File: src/rtl/ns_pkt_histogram.sv
// Passive AXI-Stream packet-length histogram with live statistics and snapshot copies.
// Packets are classified into length bins on their tlast beat; stats update one cycle later.
module ns_pkt_histogram #(
    parameter int DW         = 512,
    parameter int NUM_BINS   = 4,
    parameter int CW         = 32,
    parameter int LW         = 16,
    parameter int MATCH_MODE = 0
) (
    input  logic                   clk,
    input  logic                   areset,
    input  logic [DW-1:0]          monitor_tdata,
    input  logic [DW/8-1:0]        monitor_tkeep,
    input  logic                   monitor_tlast,
    input  logic                   monitor_tvalid,
    input  logic                   monitor_tready,
    input  logic [NUM_BINS*LW-1:0] cfg_bin_len,
    input  logic                   clear_req,
    input  logic                   snap_req,
    output logic [NUM_BINS*CW-1:0] bin_count,
    output logic [CW-1:0]          other_count,
    output logic [63:0]            total_bytes,
    output logic [LW-1:0]          min_len,
    output logic [LW-1:0]          max_len,
    output logic [NUM_BINS*CW-1:0] snap_bin_count,
    output logic [CW-1:0]          snap_other_count,
    output logic [63:0]            snap_total_bytes,
    output logic                   snap_valid
);

    localparam int KW = DW / 8;

    logic          unused_tdata;
    logic [1:0]    rst_sync_q;
    logic          rst;

    logic          beat;
    logic          pkt_done;
    logic [LW-1:0] beat_bytes;
    logic [LW:0]   len_sum;
    logic [LW-1:0] pkt_len;
    logic          pkt_sat;
    logic [NUM_BINS-1:0] hit;
    logic          found;

    logic [LW-1:0] partial_q, partial_d;
    logic [CW-1:0] bin_q [NUM_BINS];
    logic [CW-1:0] bin_d [NUM_BINS];
    logic [CW-1:0] other_q, other_d, other_base;
    logic [63:0]   total_q, total_d, total_base;
    logic [64:0]   total_sum;
    logic [LW-1:0] min_q, min_d, min_base;
    logic [LW-1:0] max_q, max_d, max_base;
    logic [CW-1:0] snap_bin_q [NUM_BINS];
    logic [CW-1:0] snap_other_q;
    logic [63:0]   snap_total_q;
    logic          snap_valid_q;

    assign unused_tdata = ^monitor_tdata;

    // Assert immediately with areset, release two clocks after areset drops.
    always_ff @(posedge clk or posedge areset) begin
        if (areset) begin
            rst_sync_q <= 2'b11;
        end else begin
            rst_sync_q <= {rst_sync_q[0], 1'b0};
        end
    end

    assign rst = rst_sync_q[1];

    assign beat     = monitor_tvalid & monitor_tready;
    assign pkt_done = beat & monitor_tlast;

    always_comb begin
        beat_bytes = '0;
        for (int i = 0; i < KW; i++) begin
            beat_bytes = beat_bytes + LW'(monitor_tkeep[i]);
        end
    end

    assign len_sum = {1'b0, partial_q} + {1'b0, beat_bytes};
    assign pkt_len = len_sum[LW] ? {LW{1'b1}} : len_sum[LW-1:0];
    assign pkt_sat = &pkt_len;

    always_comb begin
        partial_d = partial_q;
        if (beat) begin
            partial_d = monitor_tlast ? '0 : pkt_len;
        end
    end

    // Lowest-index matching bin wins; saturated lengths never land in a bin.
    always_comb begin
        hit   = '0;
        found = 1'b0;
        for (int i = 0; i < NUM_BINS; i++) begin
            if (!found && !pkt_sat) begin
                if (MATCH_MODE == 0) begin
                    if (pkt_len == cfg_bin_len[i*LW +: LW]) begin
                        hit[i] = 1'b1;
                        found  = 1'b1;
                    end
                end else begin
                    if (pkt_len <= cfg_bin_len[i*LW +: LW]) begin
                        hit[i] = 1'b1;
                        found  = 1'b1;
                    end
                end
            end
        end
    end

    // Clear forms the base value, the completing packet is then applied on top.
    always_comb begin
        for (int i = 0; i < NUM_BINS; i++) begin
            bin_d[i] = clear_req ? '0 : bin_q[i];
            if (pkt_done && hit[i] && !(&bin_d[i])) begin
                bin_d[i] = bin_d[i] + 1'b1;
            end
        end
    end

    always_comb begin
        other_base = clear_req ? '0 : other_q;
        total_base = clear_req ? '0 : total_q;
        min_base   = clear_req ? {LW{1'b1}} : min_q;
        max_base   = clear_req ? '0 : max_q;

        other_d = other_base;
        if (pkt_done && !found && !(&other_base)) begin
            other_d = other_base + 1'b1;
        end

        total_sum = {1'b0, total_base} + 65'(pkt_len);
        total_d   = total_base;
        if (pkt_done) begin
            total_d = total_sum[64] ? {64{1'b1}} : total_sum[63:0];
        end

        min_d = min_base;
        max_d = max_base;
        if (pkt_done && (pkt_len < min_base)) begin
            min_d = pkt_len;
        end
        if (pkt_done && (pkt_len > max_base)) begin
            max_d = pkt_len;
        end
    end

    always_ff @(posedge clk or posedge rst) begin
        if (rst) begin
            partial_q    <= '0;
            other_q      <= '0;
            total_q      <= '0;
            min_q        <= {LW{1'b1}};
            max_q        <= '0;
            snap_other_q <= '0;
            snap_total_q <= '0;
            snap_valid_q <= 1'b0;
            for (int i = 0; i < NUM_BINS; i++) begin
                bin_q[i]      <= '0;
                snap_bin_q[i] <= '0;
            end
        end else begin
            partial_q    <= partial_d;
            other_q      <= other_d;
            total_q      <= total_d;
            min_q        <= min_d;
            max_q        <= max_d;
            snap_valid_q <= snap_req;
            for (int i = 0; i < NUM_BINS; i++) begin
                bin_q[i] <= bin_d[i];
            end
            // Snapshot samples the registered values, i.e. before this cycle's clear/packet.
            if (snap_req) begin
                snap_other_q <= other_q;
                snap_total_q <= total_q;
                for (int i = 0; i < NUM_BINS; i++) begin
                    snap_bin_q[i] <= bin_q[i];
                end
            end
        end
    end

    for (genvar g = 0; g < NUM_BINS; g++) begin : g_pack
        assign bin_count[g*CW +: CW]      = bin_q[g];
        assign snap_bin_count[g*CW +: CW] = snap_bin_q[g];
    end

    assign other_count      = other_q;
    assign total_bytes      = total_q;
    assign min_len          = min_q;
    assign max_len          = max_q;
    assign snap_other_count = snap_other_q;
    assign snap_total_bytes = snap_total_q;
    assign snap_valid       = snap_valid_q;

endmodule

File: config.mk
export PLATFORM = sky130hd
export DESIGN_NAME = ns_pkt_histogram
export DESIGN_NICKNAME = d
export VERILOG_FILES = /design/src/rtl/ns_pkt_histogram.sv
export SDC_FILE = /design/constraint.sdc
export NUM_CORES = 1
export LEC_CHECK = 0
export ABC_CLOCK_PERIOD_IN_PS = 18400
export CELL_PAD_IN_SITES_DETAIL_PLACEMENT = 1
export CELL_PAD_IN_SITES_GLOBAL_PLACEMENT = 1
export CORE_AREA = 2 2 441 443
export DETAILED_ROUTE_END_ITERATION = 12
export DIE_AREA = 0 0 443 445
export DONT_BUFFER_PORTS = 1
export GPL_TIMING_DRIVEN = 0
export MAX_ROUTING_LAYER = met4
export PLACE_DENSITY_LB_ADDON = 0.1
export SLEW_MARGIN = 20
export SYNTH_ARGS = -nofsm -noshare
export SYNTH_HDL_FRONTEND = slang
export SYNTH_SLANG_ARGS = --single-unit
File: constraint.sdc
create_clock -name clk -period 18.4 [get_ports clk]
set_input_delay 0.92 -clock clk [delete_from_list [all_inputs] [get_ports clk]]
set_output_delay 0.92 -clock clk [all_outputs]
set_load 0.005 [all_outputs]
==> reports/qor.yml, run 1 <==
final_common_cell: "dfrtp_1"
critical_path_class: "primary input to register"
min_period_ps: 12440
cts_root_buf: "clkbuf_16"
die_area_sq_um: 197000
ys_types: 106
post-route-period-util_pct: 67.6
rows: 161
vias: 22200
drive_gt1_share_pct: 17.3
finalSetupViolCount: 0
cpMostUsedCell: "fa_1"
num_io_pins: 1128
netlist_area_sq_um: 28100
syn_inst: 2705
seq_area_frac_synth_pct: 44.5
num-nets-final: 3581
gr-usage-all-layers_pct: 15.1
grt_pass1_vias: 24300
die_h_um: 445
async_reset_ff_share_pct: 100
hold_viol: 0
post_dp_cell_area_sq_um: 31700
antenna_found_initial: 12
hold_buffers: 0
final_max_slew_viol_count: 0
numCtsBuffers: 76
hp-class: "primary input to async pin"
gp_congestion: 0.818
fmax_mhz: 80.4
hpwl_mm: 118
start_util_pct: 14.6
final_cell_mix: "dfrtp_1, mux2_2, nand2_1"
coreArea_sq_um: 192000
ys.flop_type: "dfrtp_1"
drt_pass1_iterations: 5
postRouteAntennaNets: 0
clock_latency_ps: 700
slew_headroom_pct: 22.7
max_cap_violations: 0
drt-vias-per-instance: 4.12
first_iter_violations: 999
cts_sinks: 499
syn_nets: 3488
critPathMaxStageDelay_ps: 680
worst_pin_slew_ps: 1160
crit_arrival_ps: 12960
die_x_um: 443
rsz0062_at_grt: "no"
overflow: 0
syn-mean-instance-area_sq_um: 10.4
crit_slowest_cell: "a21oi_1"
h-tree-depth: 3
synth-edff-count: 0
wl_per_cell_um: 27.3
fin_area_sq_um: 34500
synth-seq-cells: 499
area_growth_pct: 22.6
port_buffers: 0
crit_path_end_kind: "register"
grt_max_degree: 87
cts_setup_buffers: 0
required_ps: 18920
cp_max_fo: 10
wirelength_mm: 147
grt_pass1_wl_mm: 205
yosysWarnings: 0
status: "finished clean"
fin_skew_ps: 69.7
final_util_pct: 18.0
clk_path_buf_depth: 3
cts_tree: "yes"
start_kind: "primary input"
clk_pin_slew_ps: 50
drc_errors: 0
cts_resized: 0
-- state kept, by name (all words and copies together), names as in the netlist --
register	count
other_count	32
snap_total_bytes	64
partial_q	16
snap_valid	1
bin_count	128
total_bytes	64
max_len	16
rst_sync_q	2
snap_other_count	32
snap_bin_count	128
min_len	16
-- metrics by stage --
stage | hold WS, ps | TNS [ps] | setup WS, ps | instances
final | 162 | 0 | 5960 | 5393
after floorplan | 345 | 0 | 4270 | 2705
after CTS | 83.9 | 0 | 5760 | 5382
after detailed placement | 349 | 0 | 4960 | 5246
after global routing | 117 | 0 | 5380 | 5390
after global placement | 347 | -1955150 | -4220 | 5231
-- final timing paths --
check,from,endpoint,slack (ps),cells past startpoint
min in group clk,snap_req,snap_valid,270,0
worst max-delay path,monitor_tkeep[47],total_bytes[36],5960,35
worst max register to register,partial_q[0],total_bytes[36],6300,30
max in group asynchronous,rst_sync_q[1],snap_bin_count[49],16780,3
worst min register to register,rst_sync_q[1],total_bytes[17],320,1
worst min-delay path,areset,rst_sync_q[1],160,1
-- layer usage --
metal | vias to the layer above | wire length [um] | share of wire (%) | track usage, %
met4 | 0 | 3530 | 2.4 | 4.06
met2 | 551 | 75700 | 51 | 26.4
met3 | 135 | 8220 | 5.6 | 3.50
met5 | - | 0 | 0 | -
li1 | 9875 | - | - | -
met1 | 11700 | 59800 | 41 | 17.2
-- critical path: cells and delay by family --
family	cells	cell delay, ps
adder cells (fa/ha/maj)	12	5500
AO/OA/AOI/OAI	11	3470
buffers and inverters	9	1780
AND/OR/NAND/NOR	3	1250
-- final cells by class --
type	instances	area, sq um
buffer	118	552
antenna	11	27.5
inverter	146	556
tap	2526	3160
clock buffer	105	2150
timing repair buffer	15	358
sequential	499	12500
multi-input combinational	1942	14600
fill	21900	157000
clock inverter	31	602
-- cell families (layout without fill, tap and decap cells) --
group | after synthesis | after routing | share of synthesized area [%]
xor gates and xnor gates | 154 | 154 | 5.03
buffers and inverters | 264 | 415 | 3.83
other | 1 | 12 | 0.0133
adders and majority gates | 136 | 136 | 7.57
AOI/OAI and AO/OA | 408 | 408 | 9.69
and+or+nand+nor | 955 | 955 | 18.0
muxes | 288 | 288 | 11.4
DFF | 499 | 499 | 44.5
-- cells in the mapped netlist, types with 4 or more instances --
master / number / area share (%)
inv_1: 143 / 1.9
a31oi_1: 5 / 0.11
nand2b_1: 12 / 0.27
ha_1: 79 / 3.5
nand4_1: 66 / 1.5
o21a_1: 8 / 0.21
a211oi_1: 11 / 0.29
and3_1: 48 / 1.1
a2111oi_0: 4 / 0.12
mux2_2: 241 / 9.6
buf_2: 19 / 0.34
o211a_1: 9 / 0.32
or3_1: 54 / 1.2
a21oi_1: 120 / 2.1
nor3_1: 66 / 1.2
o31ai_1: 30 / 0.80
nor2b_1: 73 / 1.6
o211ai_1: 10 / 0.27
nand3b_1: 8 / 0.21
a21o_1: 24 / 0.64
and2_1: 13 / 0.29
nor4_1: 37 / 0.82
nand3_1: 101 / 1.8
or4_1: 40 / 1.1
dfrtp_1: 481 / 43
o21ai_0: 98 / 1.7
dfstp_2: 18 / 1.7
xor2_1: 28 / 0.87
o2111ai_1: 5 / 0.16
a211o_1: 4 / 0.12
nand4b_1: 5 / 0.16
clkbuf_1: 86 / 1.1
or2_2: 4 / 0.089
buf_6: 7 / 0.28
nor2_1: 181 / 2.4
nor4b_1: 8 / 0.25
o21bai_1: 5 / 0.13
o41ai_1: 5 / 0.16
fa_1: 57 / 4.1
xnor2_1: 121 / 3.8
and4_1: 10 / 0.31
nor3b_1: 5 / 0.13
mux2i_1: 41 / 1.5
nand2_1: 202 / 2.7
mux2_1: 5 / 0.20
Power of run 1 is not shown: default switching activity piles up to over one toggle a cycle in this logic, so the estimate is an artifact.
==> inputs of run 2 (changes only) <==
--- a/config.mk
+++ b/config.mk
@@ -5,7 +5,7 @@
 export SDC_FILE = /design/constraint.sdc
 export NUM_CORES = 1
 export LEC_CHECK = 0
-export ABC_CLOCK_PERIOD_IN_PS = 18400
+export ABC_CLOCK_PERIOD_IN_PS = 12780
 export CELL_PAD_IN_SITES_DETAIL_PLACEMENT = 1
 export CELL_PAD_IN_SITES_GLOBAL_PLACEMENT = 1
 export CORE_AREA = 2 2 441 443
==> constraint.sdc (replaced) <==
create_clock -name clk -period 12.78 [get_ports clk]
set_input_delay 0.639 -clock clk [delete_from_list [all_inputs] [get_ports clk]]
set_output_delay 0.639 -clock clk [all_outputs]
set_load 0.005 [all_outputs]
==> reports/qor.yml, run 2 (synthesis results as in run 1) <==
final_common_cell: "dfrtp_1"
max_cap_violations: 0  # unchanged
hpwl_mm: 119  # +1.3%
worstHoldEndpoint: "other_count[11]"
cts_tree: "yes"
start_util_pct: 14.6  # unchanged
vias: 22500  # +1.3%
worstHoldStart: "clear_req"
critPathMaxStageDelay_ps: 680  # about the same
grt_pass1_wl_mm: 205  # +0.10%
fmax_mhz: 82.2
stdcell_count: 5411  # +0.33%
whs_ps: 214  # +51.2 ps
fin_area_sq_um: 34600  # +0.40%
cts_root_buf: "clkbuf_16"
gp_congestion: 0.818  # about the same
r2r_cells: 30  # unchanged
critical_path_class: "primary input to register"
drive_gt1_share_pct: 17.7  # +0.42 points
area_growth_pct: 23.1
grt_max_degree: 34  # -61%
postRouteAntennaNets: 0  # unchanged
drc_errors: 0  # unchanged
wl_per_cell_um: 27.2  # -0.51%
whs_path_depth: 2
die_area_sq_um: 197000  # unchanged
min_period_ps: 12170
slew_headroom_pct: 21.9  # -0.89 points
clock_latency_ps: 700  # about the same
final_cell_mix: "dfrtp_1, mux2_2, nand2_1"
finalSetupViolCount: 0  # unchanged
rows: 161  # unchanged
cpMostUsedCell: "fa_1"
first_iter_violations: 1007  # +0.80%
num-nets-final: 3596  # +0.42%
drt-vias-per-instance: 4.16  # +1.0%
r2r_slack_ps: 690  # -5610 ps
port_buffers: 0  # unchanged
coreArea_sq_um: 192000  # unchanged
wirelength_mm: 147  # -0.18%
numCtsBuffers: 75  # -1.3%
hold_viol: 0  # unchanged
fin_skew_ps: 30.3  # -39.3 ps
status: "finished clean"
start_kind: "primary input"
cp_max_fo: 10  # unchanged
gr-usage-all-layers_pct: 15.1  # -0.021 points
post-route-period-util_pct: 95.2
dp_cells: 5260  # +0.27%
crit_arrival_ps: 12680  # -280 ps
crit_path_end_kind: "register"
num_io_pins: 1128  # unchanged
h-tree-depth: 3  # unchanged
path_buf_inv: 9  # unchanged
grt_pass1_vias: 24700  # +1.3%
r2r_start: "partial_q[0]"
die_h_um: 445  # unchanged
crit_slowest_cell: "a21oi_1"
final_max_slew_viol_count: 0  # unchanged
final_util_pct: 18.0  # +0.072 points
clk_path_buf_depth: 3  # unchanged
antenna_found_initial: 10  # -2
overflow: 0  # unchanged
fillers: 22000  # +0.30%
rr_endpoint: "total_bytes[36]"
drt_pass1_iterations: 4  # -1
clk_pin_slew_ps: 60  # about the same
path_delay_family: "adder cells"
hp-class: "primary input to register"
rsz0062_at_grt: "no"
post_dp_cell_area_sq_um: 32000  # +0.80%
required_ps: 13290  # -5630 ps
die_x_um: 443  # unchanged
cts_sinks: 499  # unchanged
cts_resized: 0  # unchanged
worst_pin_slew_ps: 1170  # +13.4 ps
run 2: repair_timing:
item | CTS | global route
hold endpoints to repair | 3 | 0
setup buffers | 0 | 0
hold buffers | 2 | 0
run 2: worst max-delay path by stage:
stage,start,end,slack (ps),cells after the start
final,monitor_tkeep[47],total_bytes[36],610,35
after global routing,monitor_tkeep[47],total_bytes[51],70,34
after CTS,partial_q[0],total_bytes[43],420,30
after detailed placement,monitor_tkeep[47],total_bytes[55],-330,35
after global placement,clear_req,total_bytes[61],-500,19
after floorplan,monitor_tkeep[47],total_bytes[58],3010,38
run 2: through the flow:
step           TNS, ps  setup WS, ps
2_1_floorplan        0          3010
3_3_place_gp     -4570          -495
3_5_place_dp     -7810          -325
4_1_cts              0           422
5_1_grt              0          74.5
6_report             0           607
run 2: layer usage:
layer | share of wire (%) | global-route usage (%)
met4 | 2.2 | 3.39
met5 | 0 | -
met1 | 41 | 17.0
met3 | 5.1 | 3.51
met2 | 52 | 26.9
run 2: final cells by class:
cell class              instances  area [sq um]  share of cell area (%)
diodes                         12          30.0                  0.0867
flip-flops and latches        499         12500                    36.1
clock buffers                 109          2220                    6.40
well taps                    2526          3160                    9.13
multi-input cells            1942         14600                    42.1
inverters                     146           552                    1.59
repair buffers                 31           636                    1.84
plain buffers                 118           552                    1.59
clock inverters                28           397                    1.15
Power of run 2 is left out for the same reason.
==> inputs of run 3 (changes only) <==
--- a/config.mk
+++ b/config.mk
@@ -15,6 +15,7 @@
 export GPL_TIMING_DRIVEN = 0
 export MAX_ROUTING_LAYER = met4
 export PLACE_DENSITY_LB_ADDON = 0.1
+export REMOVE_ABC_BUFFERS = 1
 export SLEW_MARGIN = 20
 export SYNTH_ARGS = -nofsm -noshare
 export SYNTH_HDL_FRONTEND = slang
==> reports/qor.yml, run 3 (synthesis results as in run 1) <==
status: "finished clean"
multi_input_area_sq_um: 14600  # +0.33%
crit_path_end_kind: "register"
worst_pin_slew_ps: 1320  # +148 ps
overflow: 0  # unchanged
cts_tree: "yes"
drt_pass1_iterations: 5  # +1
port_buffers: 0  # unchanged
drt-vias-per-instance: 4.08  # -1.9%
dp_cells: 5130  # -2.5%
start_util_pct: 14.6  # unchanged
finalSetupViolCount: 0  # unchanged
fmax_mhz: 85.7  # +4.3%
rows: 161  # unchanged
gp_congestion: 0.799  # -2.4%
grt_pass1_wl_mm: 184  # -10%
die_x_um: 443  # unchanged
grt_max_degree: 238  # +600%
vias: 21500  # -4.3%
h-tree-depth: 3  # unchanged
antenna_found_initial: 10  # unchanged
clk_pin_slew_ps: 60  # about the same
min_period_ps: 11670  # -499 ps
drc_errors: 0  # unchanged
coreArea_sq_um: 192000  # unchanged
hpwl_mm: 96.5  # -19%
cts_setup_buffers: 0  # unchanged
gr-usage-all-layers_pct: 13.1  # -1.9 points
start_kind: "primary input"
slew_headroom_pct: 12.0  # -9.9 points
final_max_slew_viol_count: 0  # unchanged
crit_arrival_ps: 12260  # -420 ps
busiest_layer: "met2"
met2_usage_pct: 22.2  # -4.7 points
wirelength_mm: 128  # -13%
area_growth_pct: 20.8
cpMostUsedCell: "fa_1"
num_io_pins: 1128  # unchanged
final_cell_mix: "dfrtp_1, mux2_2, nand2_1"
clk_path_buf_depth: 3  # unchanged
critical_path_class: "primary input to register"
cts_root_buf: "clkbuf_16"
grtUsageMet3_pct: 3.18  # -0.33 points
crit_slowest_cell: "nor4_2"
critPathMaxStageDelay_ps: 880  # +200 ps
max_cap_violations: 0  # unchanged
stdcell_count: 5281  # -2.4%
grt_pass1_vias: 23800  # -3.7%
post-route-period-util_pct: 91.3  # -3.9 points
whs_ps: 198  # -15.1 ps
clock_latency_ps: 710  # about the same
cp_max_fo: 30  # +20
fin_skew_ps: 37.2  # +6.87 ps
cts_resized: 0  # unchanged
hold_buffers: 2  # unchanged
die_h_um: 445  # unchanged
numCtsBuffers: 75  # unchanged
fillers: 21900  # -0.52%
rsz0062_at_grt: "no"
required_ps: 13370  # +80 ps
first_iter_violations: 831  # -17%
cts_sinks: 499  # unchanged
die_area_sq_um: 197000  # unchanged
drive_gt1_share_pct: 16.8  # -0.89 points
grtUsageMet1_pct: 15.0  # -2.0 points
hp-class: "primary input to register"
wl_per_cell_um: 24.2  # -11%
hold_viol: 0  # unchanged
final_common_cell: "dfrtp_1"
num-nets-final: 3467  # -3.6%
postRouteAntennaNets: 0  # unchanged
seqCellArea_sq_um: 12500  # unchanged
run 3: path summary, 6_finish.rpt:
check | startpoint | endpoint | slack, ps | depth (start not counted)
min reg2reg | rst_sync_q[1] | total_bytes[30] | 350 | 1
min in group asynchronous | rst_sync_q[1] | total_bytes[30] | 350 | 1
max reg2reg | partial_q[0] | total_bytes[53] | 1200 | 28
min | snap_req | snap_total_bytes[55] | 200 | 1
max in group asynchronous | rst_sync_q[1] | bin_count[38] | 10530 | 4
max | monitor_tkeep[47] | total_bytes[53] | 1110 | 33
run 3: routing by layer:
metal  routed length (um)  part of all wire, %
met5                    0                    0
met1                52300                   41
met4                 4520                  3.5
met3                 7450                  5.8
met2                63300                   50
run 3: area by class of cell:
class | count | share of cell area (%)
Tap cell | 2526 | 9.30
Multi-Input combinational cell | 1942 | 43.0
Inverter | 146 | 1.65
Clock inverter | 32 | 1.68
Clock buffer | 106 | 6.40
Timing Repair Buffer | 20 | 1.03
Antenna cell | 10 | 0.0737
Sequential cell | 499 | 36.8
run 3: worst max-delay path: cells and delay by family:
family / cells / cell delay, ps
fa+ha+maj: 11 / 5200
simple gates: 5 / 2580
compound gates: 7 / 2340
buf+inv: 9 / 1260
mux: 1 / 160
run 3: through the flow:
| stage | cell area, sq um | worst slack (ps) | setup TNS [ps] | utilization (%) |
|---|---|---|---|---|
| final | 34000 | 1110 | 0 | 17.7 |
| after global routing | 34000 | 371 | 0 | 17.7 |
| after CTS | 33900 | 900 | 0 | 17.7 |
| after detailed placement | 31200 | 93.8 | 0 | 16.2 |
| after global placement | 30800 | -9540 | -4665990 | 16.0 |
| after floorplan | 27600 | -1350 | -651560 | - |
Power of run 3 is left out for the same reason.
